===== config.mk =====
export PLATFORM = sky130hd
export DESIGN_NAME = sata_phy_align
export DESIGN_NICKNAME = d
export VERILOG_FILES = /design/src/rtl/sata_phy_pkg.sv /design/src/rtl/sata_phy_align_ch.sv /design/src/rtl/sata_phy_align.sv
export SDC_FILE = /design/constraint.sdc
export NUM_CORES = 1
export LEC_CHECK = 0
export ABC_AREA = 1
export BUFFER_PORTS_ARGS = -buffer_cell sky130_fd_sc_hd__buf_2
export CAP_MARGIN = 20
export CORE_ASPECT_RATIO = 2
export CORE_UTILIZATION = 36
export DETAILED_ROUTE_END_ITERATION = 8
export PLACE_DENSITY = 0.65
export SETUP_SLACK_MARGIN = 0.5
export SLEW_MARGIN = 0
export SYNTH_ARGS = -nofsm -noshare
export SYNTH_HDL_FRONTEND = slang
export SYNTH_SLANG_ARGS = --single-unit

===== constraint.sdc =====
create_clock -name phyclk -period 7.6 [get_ports phyclk]
set_input_delay 1.14 -clock phyclk [delete_from_list [all_inputs] [get_ports phyclk]]
set_output_delay 1.14 -clock phyclk [all_outputs]
set_load 0.05 [all_outputs]

===== src/rtl/sata_phy_pkg.sv =====
// rtl/sata_phy_pkg.sv - shared SATA PHY alignment constants, TX state encoding and comma decode
package sata_phy_pkg;

   localparam logic [31:0] ALIGN_DW = 32'h7B4A4ABC;
   localparam logic [3:0]  ALIGN_K  = 4'b0001;
   localparam logic [7:0]  K28_5    = 8'hBC;

   typedef enum logic [1:0] {
      TX_PASS   = 2'd0,
      TX_DATA   = 2'd1,
      TX_ALIGN0 = 2'd2,
      TX_ALIGN1 = 2'd3
   } tx_state_t;

   // Returns {comma_found, comma_lane}; a comma needs exactly one K flag and K28.5 in that byte.
   function automatic logic [2:0] comma_lane(input logic [31:0] i_dw, input logic [3:0] i_k);
      logic [2:0] res;
      res = 3'b000;
      case (i_k)
         4'b0001: res = {(i_dw[7:0]   == K28_5), 2'd0};
         4'b0010: res = {(i_dw[15:8]  == K28_5), 2'd1};
         4'b0100: res = {(i_dw[23:16] == K28_5), 2'd2};
         4'b1000: res = {(i_dw[31:24] == K28_5), 2'd3};
         default: res = 3'b000;
      endcase
      return res;
   endfunction

endpackage


===== src/rtl/sata_phy_align_ch.sv =====
// rtl/sata_phy_align_ch.sv - one SATA channel: RX comma realignment/lock and TX ALIGN insertion
module sata_phy_align_ch
   import sata_phy_pkg::*;
#(
   parameter int C_ALIGN_PERIOD = 256,
   parameter int C_LOCK_ALIGNS  = 4,
   parameter int C_ALIGN_INSERT = 1
) (
   input  logic        i_clk,
   input  logic        i_rst,
   input  logic [31:0] i_txdata,
   input  logic        i_txdatak,
   output logic        o_txdatak_pop,
   output logic [31:0] o_gtx_txdata,
   output logic [3:0]  o_gtx_txdatak,
   input  logic [31:0] i_gtx_rxdata,
   input  logic [3:0]  i_gtx_rxdatak,
   output logic [31:0] o_rxdata,
   output logic        o_rxdatak,
   output logic        o_linkup,
   output logic [1:0]  o_align_lane
);

   localparam int CW = $clog2(C_ALIGN_PERIOD);
   localparam int LW = $clog2(C_LOCK_ALIGNS + 1);
   localparam logic [CW-1:0] CNT_LAST = CW'(C_ALIGN_PERIOD - 1);
   localparam logic [LW-1:0] LOCK_MAX = LW'(C_LOCK_ALIGNS);
   localparam logic          INSERT   = (C_ALIGN_INSERT != 0);

   // RX state
   logic [31:0]   r_hist;
   logic [3:0]    r_hist_k;
   logic [1:0]    r_lane;
   logic [LW-1:0] r_lock_cnt;
   logic          r_linkup;
   logic [31:0]   r_rxdata;
   logic          r_rxdatak;

   logic [2:0]    w_comma;
   logic          w_comma_vld;
   logic [1:0]    w_comma_lane;
   logic [1:0]    w_lane;
   logic [31:0]   w_aligned;
   logic          w_aligned_k;

   // TX state
   tx_state_t     r_state;
   tx_state_t     w_state_nxt;
   logic [CW-1:0] r_cnt;
   logic [CW-1:0] w_cnt_nxt;
   logic          w_pop;
   logic [31:0]   r_gtx_txdata;
   logic [3:0]    r_gtx_txdatak;

   // Comma is judged on the history dword; a new lane applies to that same dword.
   assign w_comma      = comma_lane(r_hist, r_hist_k);
   assign w_comma_vld  = w_comma[2];
   assign w_comma_lane = w_comma[1:0];
   assign w_lane       = w_comma_vld ? w_comma_lane : r_lane;
   assign w_aligned_k  = r_hist_k[w_lane];

   // Splice bytes lane..3 of the history dword with the low bytes of the incoming one.
   always_comb begin
      w_aligned = r_hist;
      case (w_lane)
         2'd1:    w_aligned = {i_gtx_rxdata[7:0],  r_hist[31:8]};
         2'd2:    w_aligned = {i_gtx_rxdata[15:0], r_hist[31:16]};
         2'd3:    w_aligned = {i_gtx_rxdata[23:0], r_hist[31:24]};
         default: w_aligned = r_hist;
      endcase
   end

   // RX history, aligned output register and lane lock tracking.
   always_ff @(posedge i_clk) begin
      if (i_rst) begin
         r_hist     <= '0;
         r_hist_k   <= '0;
         r_lane     <= '0;
         r_lock_cnt <= '0;
         r_linkup   <= 1'b0;
         r_rxdata   <= '0;
         r_rxdatak  <= 1'b0;
      end else begin
         r_hist    <= i_gtx_rxdata;
         r_hist_k  <= i_gtx_rxdatak;
         r_rxdata  <= w_aligned;
         r_rxdatak <= w_aligned_k;
         if (w_comma_vld) begin
            if (w_comma_lane != r_lane) begin
               r_lane     <= w_comma_lane;
               r_lock_cnt <= '0;
               r_linkup   <= 1'b0;
            end else if (w_aligned == ALIGN_DW && r_lock_cnt != LOCK_MAX) begin
               r_lock_cnt <= r_lock_cnt + LW'(1);
               if (r_lock_cnt == LOCK_MAX - LW'(1)) begin
                  r_linkup <= 1'b1;
               end
            end
         end
      end
   end

   // TX next-state, period counter and pop decode.
   always_comb begin
      w_state_nxt = r_state;
      w_cnt_nxt   = r_cnt;
      w_pop       = 1'b1;
      case (r_state)
         TX_PASS: begin
            w_cnt_nxt = '0;
            if (r_linkup && INSERT) begin
               w_state_nxt = TX_DATA;
            end
         end
         TX_DATA: begin
            if (r_cnt == CNT_LAST) begin
               w_state_nxt = TX_ALIGN0;
               w_cnt_nxt   = '0;
            end else begin
               w_cnt_nxt = r_cnt + CW'(1);
            end
         end
         TX_ALIGN0: begin
            w_pop       = 1'b0;
            w_state_nxt = TX_ALIGN1;
         end
         TX_ALIGN1: begin
            w_pop       = 1'b0;
            w_state_nxt = TX_DATA;
         end
         default: begin
            w_state_nxt = TX_PASS;
            w_cnt_nxt   = '0;
         end
      endcase
      if (!r_linkup) begin
         w_state_nxt = TX_PASS;
         w_cnt_nxt   = '0;
      end
   end

   // TX state register and registered transceiver outputs (ALIGN while not popping).
   always_ff @(posedge i_clk) begin
      if (i_rst) begin
         r_state       <= TX_PASS;
         r_cnt         <= '0;
         r_gtx_txdata  <= '0;
         r_gtx_txdatak <= '0;
      end else begin
         r_state <= w_state_nxt;
         r_cnt   <= w_cnt_nxt;
         if (w_pop) begin
            r_gtx_txdata  <= i_txdata;
            r_gtx_txdatak <= {3'b000, i_txdatak};
         end else begin
            r_gtx_txdata  <= ALIGN_DW;
            r_gtx_txdatak <= ALIGN_K;
         end
      end
   end

   assign o_txdatak_pop = w_pop;
   assign o_gtx_txdata  = r_gtx_txdata;
   assign o_gtx_txdatak = r_gtx_txdatak;
   assign o_rxdata      = r_rxdata;
   assign o_rxdatak     = r_rxdatak;
   assign o_linkup      = r_linkup;
   assign o_align_lane  = r_lane;

endmodule


===== src/rtl/sata_phy_align.sv =====
// rtl/sata_phy_align.sv - N-channel SATA PHY word alignment and ALIGN insertion, wiring only
module sata_phy_align #(
   parameter int C_CHANNELS     = 2,
   parameter int C_ALIGN_PERIOD = 256,
   parameter int C_LOCK_ALIGNS  = 4,
   parameter int C_ALIGN_INSERT = 1
) (
   input  logic                      phyclk,
   input  logic                      phyreset,
   input  logic [32*C_CHANNELS-1:0]  txdata,
   input  logic [C_CHANNELS-1:0]     txdatak,
   output logic [C_CHANNELS-1:0]     txdatak_pop,
   output logic [32*C_CHANNELS-1:0]  gtx_txdata,
   output logic [4*C_CHANNELS-1:0]   gtx_txdatak,
   input  logic [32*C_CHANNELS-1:0]  gtx_rxdata,
   input  logic [4*C_CHANNELS-1:0]   gtx_rxdatak,
   output logic [32*C_CHANNELS-1:0]  rxdata,
   output logic [C_CHANNELS-1:0]     rxdatak,
   output logic [C_CHANNELS-1:0]     linkup,
   output logic [2*C_CHANNELS-1:0]   align_lane
);

   for (genvar g = 0; g < C_CHANNELS; g++) begin : g_ch
      sata_phy_align_ch #(
         .C_ALIGN_PERIOD (C_ALIGN_PERIOD),
         .C_LOCK_ALIGNS  (C_LOCK_ALIGNS),
         .C_ALIGN_INSERT (C_ALIGN_INSERT)
      ) u_ch (
         .i_clk         (phyclk),
         .i_rst         (phyreset),
         .i_txdata      (txdata[32*g +: 32]),
         .i_txdatak     (txdatak[g]),
         .o_txdatak_pop (txdatak_pop[g]),
         .o_gtx_txdata  (gtx_txdata[32*g +: 32]),
         .o_gtx_txdatak (gtx_txdatak[4*g +: 4]),
         .i_gtx_rxdata  (gtx_rxdata[32*g +: 32]),
         .i_gtx_rxdatak (gtx_rxdatak[4*g +: 4]),
         .o_rxdata      (rxdata[32*g +: 32]),
         .o_rxdatak     (rxdatak[g]),
         .o_linkup      (linkup[g]),
         .o_align_lane  (align_lane[2*g +: 2])
      );
   end

endmodule


==> metrics, run 1 <==
Final ANT Viol Nets=0; DIE AREA=0.0308 sq mm; Clock Latency Late Sink=around 530 ps; Final Hold Viols=0; area grow syn2layout=21.1%; FF-to-FF setup slack=approximately 3300 ps; crit-path cells=inv_2, nor2_2, nand2_1, o21ai_2, nor2_1, nor2_1, nor2_4, nand2_4, nand2_1, nand2_2, nand2_1, inv_2, nand2_1, nand4_1, nand2_1, nor2_1, nand3_1, nor2_2, nand3_1, a21oi_1; post-synthesis instance area=0.0108 sq mm; first-pass GRT wire length=53.0 mm; top-area cell type share of the netlist area=43.7%; cell family contributing the most delay on the critical path=simple AND/OR/NAND/NOR gates; Final Slew Violations=0; hold path endpoint=g_ch[1].u_ch.o_linkup; Syn Area/Cell=between 6 and 7 sq um; htree depth=1; CTS tree=done; CP Class=reg -> reg; post-layout net count=1,958; most area-hungry cell type in the Yosys netlist=dfxtp_1; Core Region=0.0295 sq mm; Max Fclk=233 MHz; Max IR drop VDD=0.219 mV; DPL Wire Length=between 20 and 30 mm; FILL cells=approximately 3,100; Tightest Pin Transition=around 1100 ps; CTS sink cnt=236; synthesized flop and latch total=236; Critical path buffers and inverters=2; Setup Skew=15.0 ps; WP data required=approximately 8100 ps; Port Buf Inserts=between 200 and 300; asr flop ratio synth=0%; Starting DRT DRC Count=616; Congestion Overflow GR=0; count leader, synth=nor2_1; Starting Density=36.7%; R2R Path Start=g_ch[1].u_ch.r_hist_k[3]; vias per cell=4.89; drt wl/cell=15.9 microns; post-route cell area=about 0.013 sq mm; Worst setup SP type=register; CTS Buffer Depth=3; # rows=89; routed via count=around 11,000; Setup-failing EPs final=0; cell count of the worst reg-to-reg path=20; largest net degree at the start of global routing=107; Detailed Routing Iterations Pass 1=6; tightest hold margin=between 400 and 500 ps; IO Count=between 200 and 300; CP max-delay cell=nand2_2; CTS buffer count=23; power per cell area=260 mW/mm^2; placed inst area=between 0.01 and 0.015 sq mm; vias in the first global route=between 10,000 and 15,000; Placer Congestion=1.02; Synth Instances=1,562; unrepaired setup endpoints after global routing=no; hold path start=g_ch[1].u_ch.o_linkup; CTS resizes=0; # hold bufs at CTS=0; DRC viols=0; relative slew slack=between 20 and 30%; top cells by area, synth=dfxtp_1 44%, nor2_1 12%, nand2_1 10%; Yosys cell types=42; final WL=34.6 mm; Tmin final=approximately 4300 ps; Primary FF master, synth=dfxtp_1; CP peak stage delay=570 ps; yosys warns=0; worst-path fanout max=43; Hold Crit Class=reg -> reg; clock-pin slew on the worst setup and hold paths=70 ps; setup TNS=0 ps; Critical Path AT=around 4800 ps; sequential fraction of the synthesis area=43.7%; antenna violations before repair=3; most used cell, CP=nand2_1; status=completed; number of synthesized flops with an enable pin=0; top cells by count, synth=348 x nor2_1, 291 x nand2_1, 236 x dfxtp_1; DIE HEIGHT=247 microns; clock root cell=clkbuf_16; All-Layer GR Usage=21.8%; Crit. End Element=register; Die X=about 120 microns; Leakage=6.65 nW; layout cell share with drive strength beyond 1=21.3%; Hold Path Stages=2; part of the cycle the worst path needs=~56%; postcts setup bufs=0; Max Cap Viol=0; r2r endpoint=g_ch[1].u_ch.r_lock_cnt[2]
metrics by stage:
step	power (mW)	setup slack [ps]	instances	util [%]
floorplan	1.96	5060	1567	-
global placement	2.18	3530	2139	41.6
detailed placement	2.18	3470	2139	41.6
CTS	3.45	3470	2180	44.4
global route	3.56	3060	2180	44.4
finish	3.40	3310	2181	44.4
worst min-delay path, stage by stage (launching register included):
cell and delay (ps):
dfxtp_1 310, inv_1 60, a21oi_1 60
layout make-up:
cell class                 count  area, sq um  area share (%)
clock inverter                14          215            1.64
sequential                   236         4720            36.1
clock buffer                  27          611            4.66
timing repair buffer         281         1420            10.8
multi-input combinational   1032         4820            36.8
antenna                        1         2.50          0.0191
inverter                     226          848            6.48
tap                          364          455            3.48
cells by family after synthesis:
group                    after synthesis  synth area share (%)
buffers and inverters                299                  11.9
AND/OR/NAND/NOR                      917                  37.4
XOR/XNOR                               7                 0.567
AO/OA/AOI/OAI                         84                  4.34
flip-flops                           236                  43.7
adder cells (fa/ha/maj)               18                  2.08
other                                  1                0.0347
sequential cells by signal, indices dropped and copies added (netlist names):
register	count
g_ch.u_ch.o_align_lane	4
g_ch.u_ch.o_rxdatak	2
g_ch.u_ch.r_hist	64
g_ch.u_ch.r_hist_k	8
g_ch.u_ch.o_rxdata	64
g_ch.u_ch.o_gtx_txdata	64
g_ch.u_ch.r_state	4
g_ch.u_ch.o_linkup	2
g_ch.u_ch.r_cnt	16
g_ch.u_ch.r_lock_cnt	6
g_ch.u_ch.o_gtx_txdatak	2
per-layer routing:
layer / vias to the layer above / track usage, % / wire length (microns)
met4: 4 / 15.9 / 2350
met3: 128 / 3.22 / 1890
li1: 5262 / - / -
met5: - / 0 / 28
met1: 4816 / 19.6 / 11300
met2: 465 / 43.0 / 19000
report_power, final:
| group | leakage (nW) | internal (mW) | switching (mW) |
|---|---|---|---|
| Clock | 0.396 | 0.727 | 0.518 |
| Combinational | 4.30 | 0.196 | 0.605 |
| Sequential | 1.95 | 1.32 | 0.0405 |
| Total | 6.65 | 2.24 | 1.16 |
cell usage in the layout, fill, tap and decap left out, types with 4 or more instances in the layout:
master	n
a21oi_1	24
a22oi_1	5
buf_2	278
bufinv_16	4
clkbuf_16	23
conb_1	6
dfxtp_1	236
ha_1	18
inv_1	219
inv_2	5
nand2_1	291
nand2_2	10
nand2_4	9
nand3_1	178
nand4_1	31
nor2_1	348
nor2_2	10
nor2_4	9
nor3_1	5
o21ai_0	41
o21ai_1	4
or2_2	15
xor2_1	4
worst max path at each step:
| stage | start | to | slack [ps] | cells past startpoint |
|---|---|---|---|---|
| finish | g_ch[1].u_ch.r_hist_k[3] | g_ch[1].u_ch.r_lock_cnt[2] | 3310 | 20 |
| detailed placement | g_ch[1].u_ch.r_hist_k[3] | g_ch[1].u_ch.o_linkup | 3470 | 20 |
| global placement | g_ch[1].u_ch.r_hist_k[3] | g_ch[1].u_ch.o_linkup | 3530 | 20 |
| global route | g_ch[1].u_ch.r_hist_k[1] | g_ch[1].u_ch.r_lock_cnt[2] | 3060 | 20 |
| CTS | g_ch[1].u_ch.r_hist_k[3] | g_ch[1].u_ch.o_linkup | 3470 | 20 |
| floorplan | g_ch[0].u_ch.r_hist_k[1] | g_ch[0].u_ch.r_lock_cnt[0] | 5060 | 23 |
Note: power is estimated with default switching activity, not from simulation.
==> run 2, diff against run 1 <==
--- a/config.mk
+++ b/config.mk
@@ -5,13 +5,13 @@
 export SDC_FILE = /design/constraint.sdc
 export NUM_CORES = 1
 export LEC_CHECK = 0
-export ABC_AREA = 1
+export ABC_AREA = 0
 export BUFFER_PORTS_ARGS = -buffer_cell sky130_fd_sc_hd__buf_2
 export CAP_MARGIN = 20
 export CORE_ASPECT_RATIO = 2
 export CORE_UTILIZATION = 36
 export DETAILED_ROUTE_END_ITERATION = 8
-export PLACE_DENSITY = 0.65
+export PLACE_DENSITY = 0.66
 export SETUP_SLACK_MARGIN = 0.5
 export SLEW_MARGIN = 0
 export SYNTH_ARGS = -nofsm -noshare
==> constraint.sdc (replaced) <==
create_clock -name phyclk -period 3.97 [get_ports phyclk]
set_input_delay 0.5955 -clock phyclk [delete_from_list [all_inputs] [get_ports phyclk]]
set_output_delay 0.5955 -clock phyclk [all_outputs]
set_load 0.05 [all_outputs]
==> metrics, run 2 <==
power per cell area=410 mW/mm^2; setup TNS=0 ps; Setup Skew=around 26 ps; asr flop ratio synth=0%; synthesized flop and latch total=236; Worst setup SP type=register; Sw Ratio=29.2%; ANT cells=0; unrepaired setup endpoints after global routing=yes; DIE AREA=0.0290 sq mm; antenna violations before repair=0; Seq pwr share=45.8%; Clock Power Share=38.1%; # hold bufs at CTS=0; total power=5.59 mW; highest routed layer=met4; Placer Congestion=0.997; top-area cell type share of the netlist area=between 40% and 50%; vias per cell=5.15; CP Class=reg -> reg; post-layout net count=1,519; # rows=86; WP data required=4420 ps; Starting DRT DRC Count=468; CTS Buffer Depth=3; clock root cell=clkbuf_16; Setup-failing EPs final=0; Crit. End Element=register; Congestion Overflow GR=0; IO Count=~290; Max Fclk=267 MHz; htree depth=1; layout cell share with drive strength beyond 1=37.5%; Die X=121 microns; Max Cap Viol=0; Leakage=6.01 nW; Port Buf Inserts=279; count leader, synth=dfxtp_1; status=completed; Tightest Pin Transition=874 ps; CTS tree=done; drt wl/cell=20.2 microns; Primary FF master, synth=dfxtp_1; DIE HEIGHT=~240 microns; Max IR drop VDD=0.296 mV; Final Slew Violations=0; vias in the first global route=8,888; routed via count=8,892; CTS sink cnt=around 240; Switch Pwr=between 1.5 and 2 mW; Final Hold Viols=0; commonest non-fill, non-tap cell in the layout=buf_2; relative slew slack=41.2%; final non-filler cell total=~1,700; Routed met1 length=12.2 mm; area grow syn2layout=34.0%; most area-hungry cell type in the Yosys netlist=dfxtp_1; Core Region=0.0277 sq mm; Yosys cell types=69; part of the cycle the worst path needs=94.4%; Tmin final=~3700 ps; WL met3=1.58 mm; sequential fraction of the synthesis area=approximately 46%; number of synthesized flops with an enable pin=0; clock-pin slew on the worst setup and hold paths=70 ps; final WL=34.9 mm; Critical Path AT=around 4200 ps; Starting Density=36.8%; Synth Instances=1,028; most frequent cells in the layout=278 x buf_2, 227 x dfxtp_1, 130 x nor2b_1; Detailed Routing Iterations Pass 1=5; top cells by area, synth=dfxtp_1 46%, nor2b_1 8.1%, mux2i_1 7.9%; DPL Wire Length=between 20 and 30 mm; dpl cells=1,631; top cells by count, synth=236 x dfxtp_1, 131 x nor2b_1, 119 x nor2_1; DRC viols=0; Final ANT Viol Nets=0; Syn Area/Cell=9.90 sq um; first-pass GRT wire length=about 51 mm; yosys warns=0; worst-path fanout max=6; tightest hold margin=about 270 ps; Pint=3.96 mW; All-Layer GR Usage=23.3%; metal2 WL=about 19 mm; largest net degree at the start of global routing=108; post-synthesis instance area=around 0.01 sq mm; Hold Crit Class=in -> reg; CTS buffer count=23; Comb pwr share=16.1%; Clock Latency Late Sink=540 ps
==> run 2: cell count changes in the layout (fill, tap and decap cells not counted), moves of 58 or more <==
cell     previous run  this run
nand2_1           291        40
nor2_1            348       119
inv_1             219        19
nand3_1           178         4
nor2b_1             0       130
buf_4               2        79
mux2i_1             0        58
==> run 2: final timing paths <==
kind | from | to | slack (ps) | cells after the start
max | g_ch[0].u_ch.r_hist_k[1] | g_ch[0].u_ch.r_lock_cnt[0] | 220 | 15
min reg2reg | g_ch[0].u_ch.r_lock_cnt[2] | g_ch[0].u_ch.r_lock_cnt[2] | 480 | 2
min | txdata[58] | g_ch[1].u_ch.o_gtx_txdata[26] | 270 | 2
max reg2reg | g_ch[0].u_ch.r_hist_k[1] | g_ch[0].u_ch.r_lock_cnt[0] | 220 | 15
==> run 2: repair_timing <==
action	CTS	global route
setup endpoints to repair	15	18
pin swaps	16	21
hold endpoints to repair	0	0
gates resized for setup	53	49
gates cloned	5	0
buffers inserted	36	16
==> run 2: metal layers <==
layer	global-route usage [%]	vias to the layer above
met3	3.31	129
li1	-	4186
met4	16.5	0
met5	0	-
met1	22.9	4238
met2	43.8	339
==> run 2: critical path, stage by stage, from the launching register on <==
cell and delay, ps:
dfxtp_4 370, buf_4 150, nor4b_4 350, buf_4 200, a221oi_2 60, a21oi_2 150, nor2b_4 280, mux2i_4 310
buf_12 140, buf_8 100, mux2i_4 240, mux2i_2 120, nor4b_2 300, nand4_1 220, nor4_4 440, mux2i_1 240
==> run 2: power by group through the flow <==
stage | sequential, mW | clock [mW] | combinational [mW]
floorplan | 2.84 | 0 | 0.307
global placement | 2.61 | 0 | 0.821
CTS | 2.56 | 2.20 | 0.871
global route | 2.57 | 2.28 | 0.944
detailed placement | 2.61 | 0 | 0.824
finish | 2.56 | 2.13 | 0.899
==> run 2: cell families after synthesis <==
logic type | count (synthesis) | synth area share [%]
buffers and inverters | 95 | 4.91
AND/OR/NAND/NOR | 437 | 24.7
AO/OA/AOI/OAI | 127 | 8.54
adder cells (fa/ha/maj) | 18 | 2.21
flip-flops | 236 | 46.4
XOR/XNOR | 3 | 0.258
other | 1 | 0.0369
multiplexers | 111 | 12.9
==> run 2: area by class of cell <==
cell class / instances / area, sq um
Clock buffer: 28 / 604
Multi-Input combinational cell: 704 / 5330
Fill cell: 2529 / 14000
Clock inverter: 12 / 104
Inverter: 19 / 71.3
Tap cell: 352 / 440
Timing Repair Buffer: 377 / 2320
Sequential cell: 236 / 4750
==> run 2: metrics by stage <==
step,utilization [%],cell area (sq um),setup WS (ps)
floorplan,-,10200,453
global placement,43.3,12000,71.9
detailed placement,43.3,12000,-10.4
CTS,48.1,13300,302
global route,49.3,13600,54.5
finish,49.3,13600,221
==> run 3, diff against run 2 <==
--- a/config.mk
+++ b/config.mk
@@ -9,9 +9,9 @@
 export BUFFER_PORTS_ARGS = -buffer_cell sky130_fd_sc_hd__buf_2
 export CAP_MARGIN = 20
 export CORE_ASPECT_RATIO = 2
-export CORE_UTILIZATION = 36
+export CORE_UTILIZATION = 40
 export DETAILED_ROUTE_END_ITERATION = 8
-export PLACE_DENSITY = 0.66
+export PLACE_DENSITY = 0.71
 export SETUP_SLACK_MARGIN = 0.5
 export SLEW_MARGIN = 0
 export SYNTH_ARGS = -nofsm -noshare
==> constraint.sdc (replaced) <==
create_clock -name phyclk -period 3.97 [get_ports phyclk]
set_input_delay 0.5955 -clock phyclk [delete_from_list [all_inputs] [get_ports phyclk]]
set_output_delay 0.5955 -clock phyclk [all_outputs]
set_load 0.005 [all_outputs]
==> metrics, run 3 (synthesized netlist as in run 2, its figures left out) <==
status=completed; met3 global-route usage=3.46%; final WL=~33 mm; largest net degree at the start of global routing=just over 70; hold path endpoint=g_ch[0].u_ch.o_gtx_txdata[10]; vias in the first global route=about 9,000; part of the cycle the worst path needs=97.8%; worst-path fanout max=14; Die X=roughly 110 microns; cell count of the worst reg-to-reg path=14; CP Class=reg -> reg; unrepaired setup endpoints after global routing=yes; WP data required=roughly 4400 ps; Hold Crit Class=in -> reg; Core Region=0.0250 sq mm; Starting DRT DRC Count=485; # rows=82; Setup Skew=12.8 ps; DIE HEIGHT=228 microns; Tmin final=3880 ps; FF-to-FF setup slack=around 89 ps; CTS tree=done; GRT Max-Usage Layer=met2; IO Count=roughly 290; Placer Congestion=0.994; Hold Path Stages=2; DRC viols=0; Switch Pwr=1.32 mW; Max Cap Viol=0; worst slack at placement=approximately 38 ps; worst setup margin=88.6 ps; dpl cells=1,618; drt wl/cell=slightly below 20 microns; Final ANT Viol Nets=0; Worst setup SP type=register; Clock Latency Late Sink=530 ps; Final Slew Violations=0; All-Layer GR Usage=25.4%; hold path start=txdata[10]; r2r endpoint=g_ch[0].u_ch.r_lock_cnt[1]; Max Fclk=between 200 and 300 MHz; clock root cell=clkbuf_16; Port Buf Inserts=~280; GR Layer Usage met2=48.5%; Pint=4.01 mW; htree depth=1; Crit. End Element=register; Seq pwr share=48.2%; final non-filler cell total=between 1,500 and 2,000; most frequent cells in the layout=278 x buf_2, 225 x dfxtp_1, 130 x nor2b_1; ANT cells=0; Leakage=6.03 nW; relative slew slack=46.9%; Max IR drop VDD=0.445 mV; Tightest Pin Transition=approximately 790 ps; Detailed Routing Iterations Pass 1=5; routed via count=8,913; Starting Density=between 40% and 50%; Sw Ratio=approximately 25%; antenna violations before repair=0; clock-pin slew on the worst setup and hold paths=70 ps; Congestion Overflow GR=0; Final Hold Viols=0; Clock Power Share=39.9%; # hold bufs at CTS=0; post-layout net count=approximately 1,500; DIE AREA=about 0.026 sq mm; DPL Wire Length=24.5 mm; R2R Path Start=g_ch[0].u_ch.r_hist_k[1]; M1 GR Usage=24.8%; vias per cell=5.21; power per cell area=389 mW/mm^2; Critical Path AT=approximately 4300 ps; first-pass GRT wire length=49.9 mm; FILL cells=2,256; layout cell share with drive strength beyond 1=~38%; Setup-failing EPs final=0; crit path from=g_ch[0].u_ch.r_hist_k[1]; CTS buffer count=22; Comb pwr share=11.9%; commonest non-fill, non-tap cell in the layout=buf_2; CTS Buffer Depth=3; area grow syn2layout=34.8%; CTS sink cnt=between 200 and 250
## run 3: worst max path at each step
stage / to / cells after the start / slack (ps)
after global placement: g_ch[1].u_ch.r_lock_cnt[2] / 13 / 90
after CTS: g_ch[0].u_ch.r_lock_cnt[1] / 14 / 260
after global routing: g_ch[0].u_ch.r_lock_cnt[0] / 15 / -40
final: g_ch[0].u_ch.r_lock_cnt[1] / 14 / 90
after detailed placement: g_ch[1].u_ch.r_lock_cnt[2] / 13 / 40
after floorplan: g_ch[0].u_ch.r_lock_cnt[0] / 16 / 450
## run 3: what timing repair did
item | 4_1_cts | 5_1_grt
resized for setup | 61 | 39
pin swaps | 17 | 12
endpoints found under the setup margin | 12 | 16
gates cloned | 4 | 0
buffers inserted | 39 | 13
## run 3: area by class of cell
class                           instances  area, sq um  share of cell area [%]
Inverter                               19         71.3                   0.520
Timing Repair Buffer                  380         2390                    17.4
Multi-Input combinational cell        703         5370                    39.2
Tap cell                              336          420                    3.07
Clock inverter                          7          106                   0.776
Clock buffer                           29          607                    4.43
Sequential cell                       236         4750                    34.6
## run 3: per-layer routing
| metal | wire length, microns | part of all wire, % |
|---|---|---|
| met1 | 11200 | 34 |
| met5 | 0 | 0 |
| met4 | 2680 | 8.0 |
| met2 | 17900 | 54 |
| met3 | 1650 | 4.9 |
## run 3: critical path, cell delays in order, from the launching register on
cell       delay [ps]
dfxtp_4           410
nand3b_1          170
a21boi_0          350
o2111ai_1         180
o31a_1            310
nor2b_4           220
mux2i_4           320
buf_6             170
mux2i_1            90
mux2_2            320
nor4bb_2          350
nand4_1           130
buf_4             160
nor4_4            400
mux2i_1           230
## run 3: power groups by stage
stage          registers, mW  clock network [mW]  logic [mW]
2_1_floorplan           2.59                   0       0.291
3_3_place_gp            2.62                   0       0.547
3_5_place_dp            2.61                   0       0.553
4_1_cts                 2.56                2.19       0.601
5_1_grt                 2.58                2.29       0.685
6_report                2.57                2.13       0.633
## run 3: per-stage QoR
stage	hold WS (ps)	cell area [sq um]	total power, mW	util (%)	TNS [ps]
final	270	13700	5.33	54.8	0
after detailed placement	478	12000	3.17	48.0	0
after CTS	243	13400	5.36	53.6	0
after floorplan	448	10200	2.88	-	0
after global routing	252	13700	5.55	54.8	-55.7
after global placement	458	12000	3.16	48.0	0
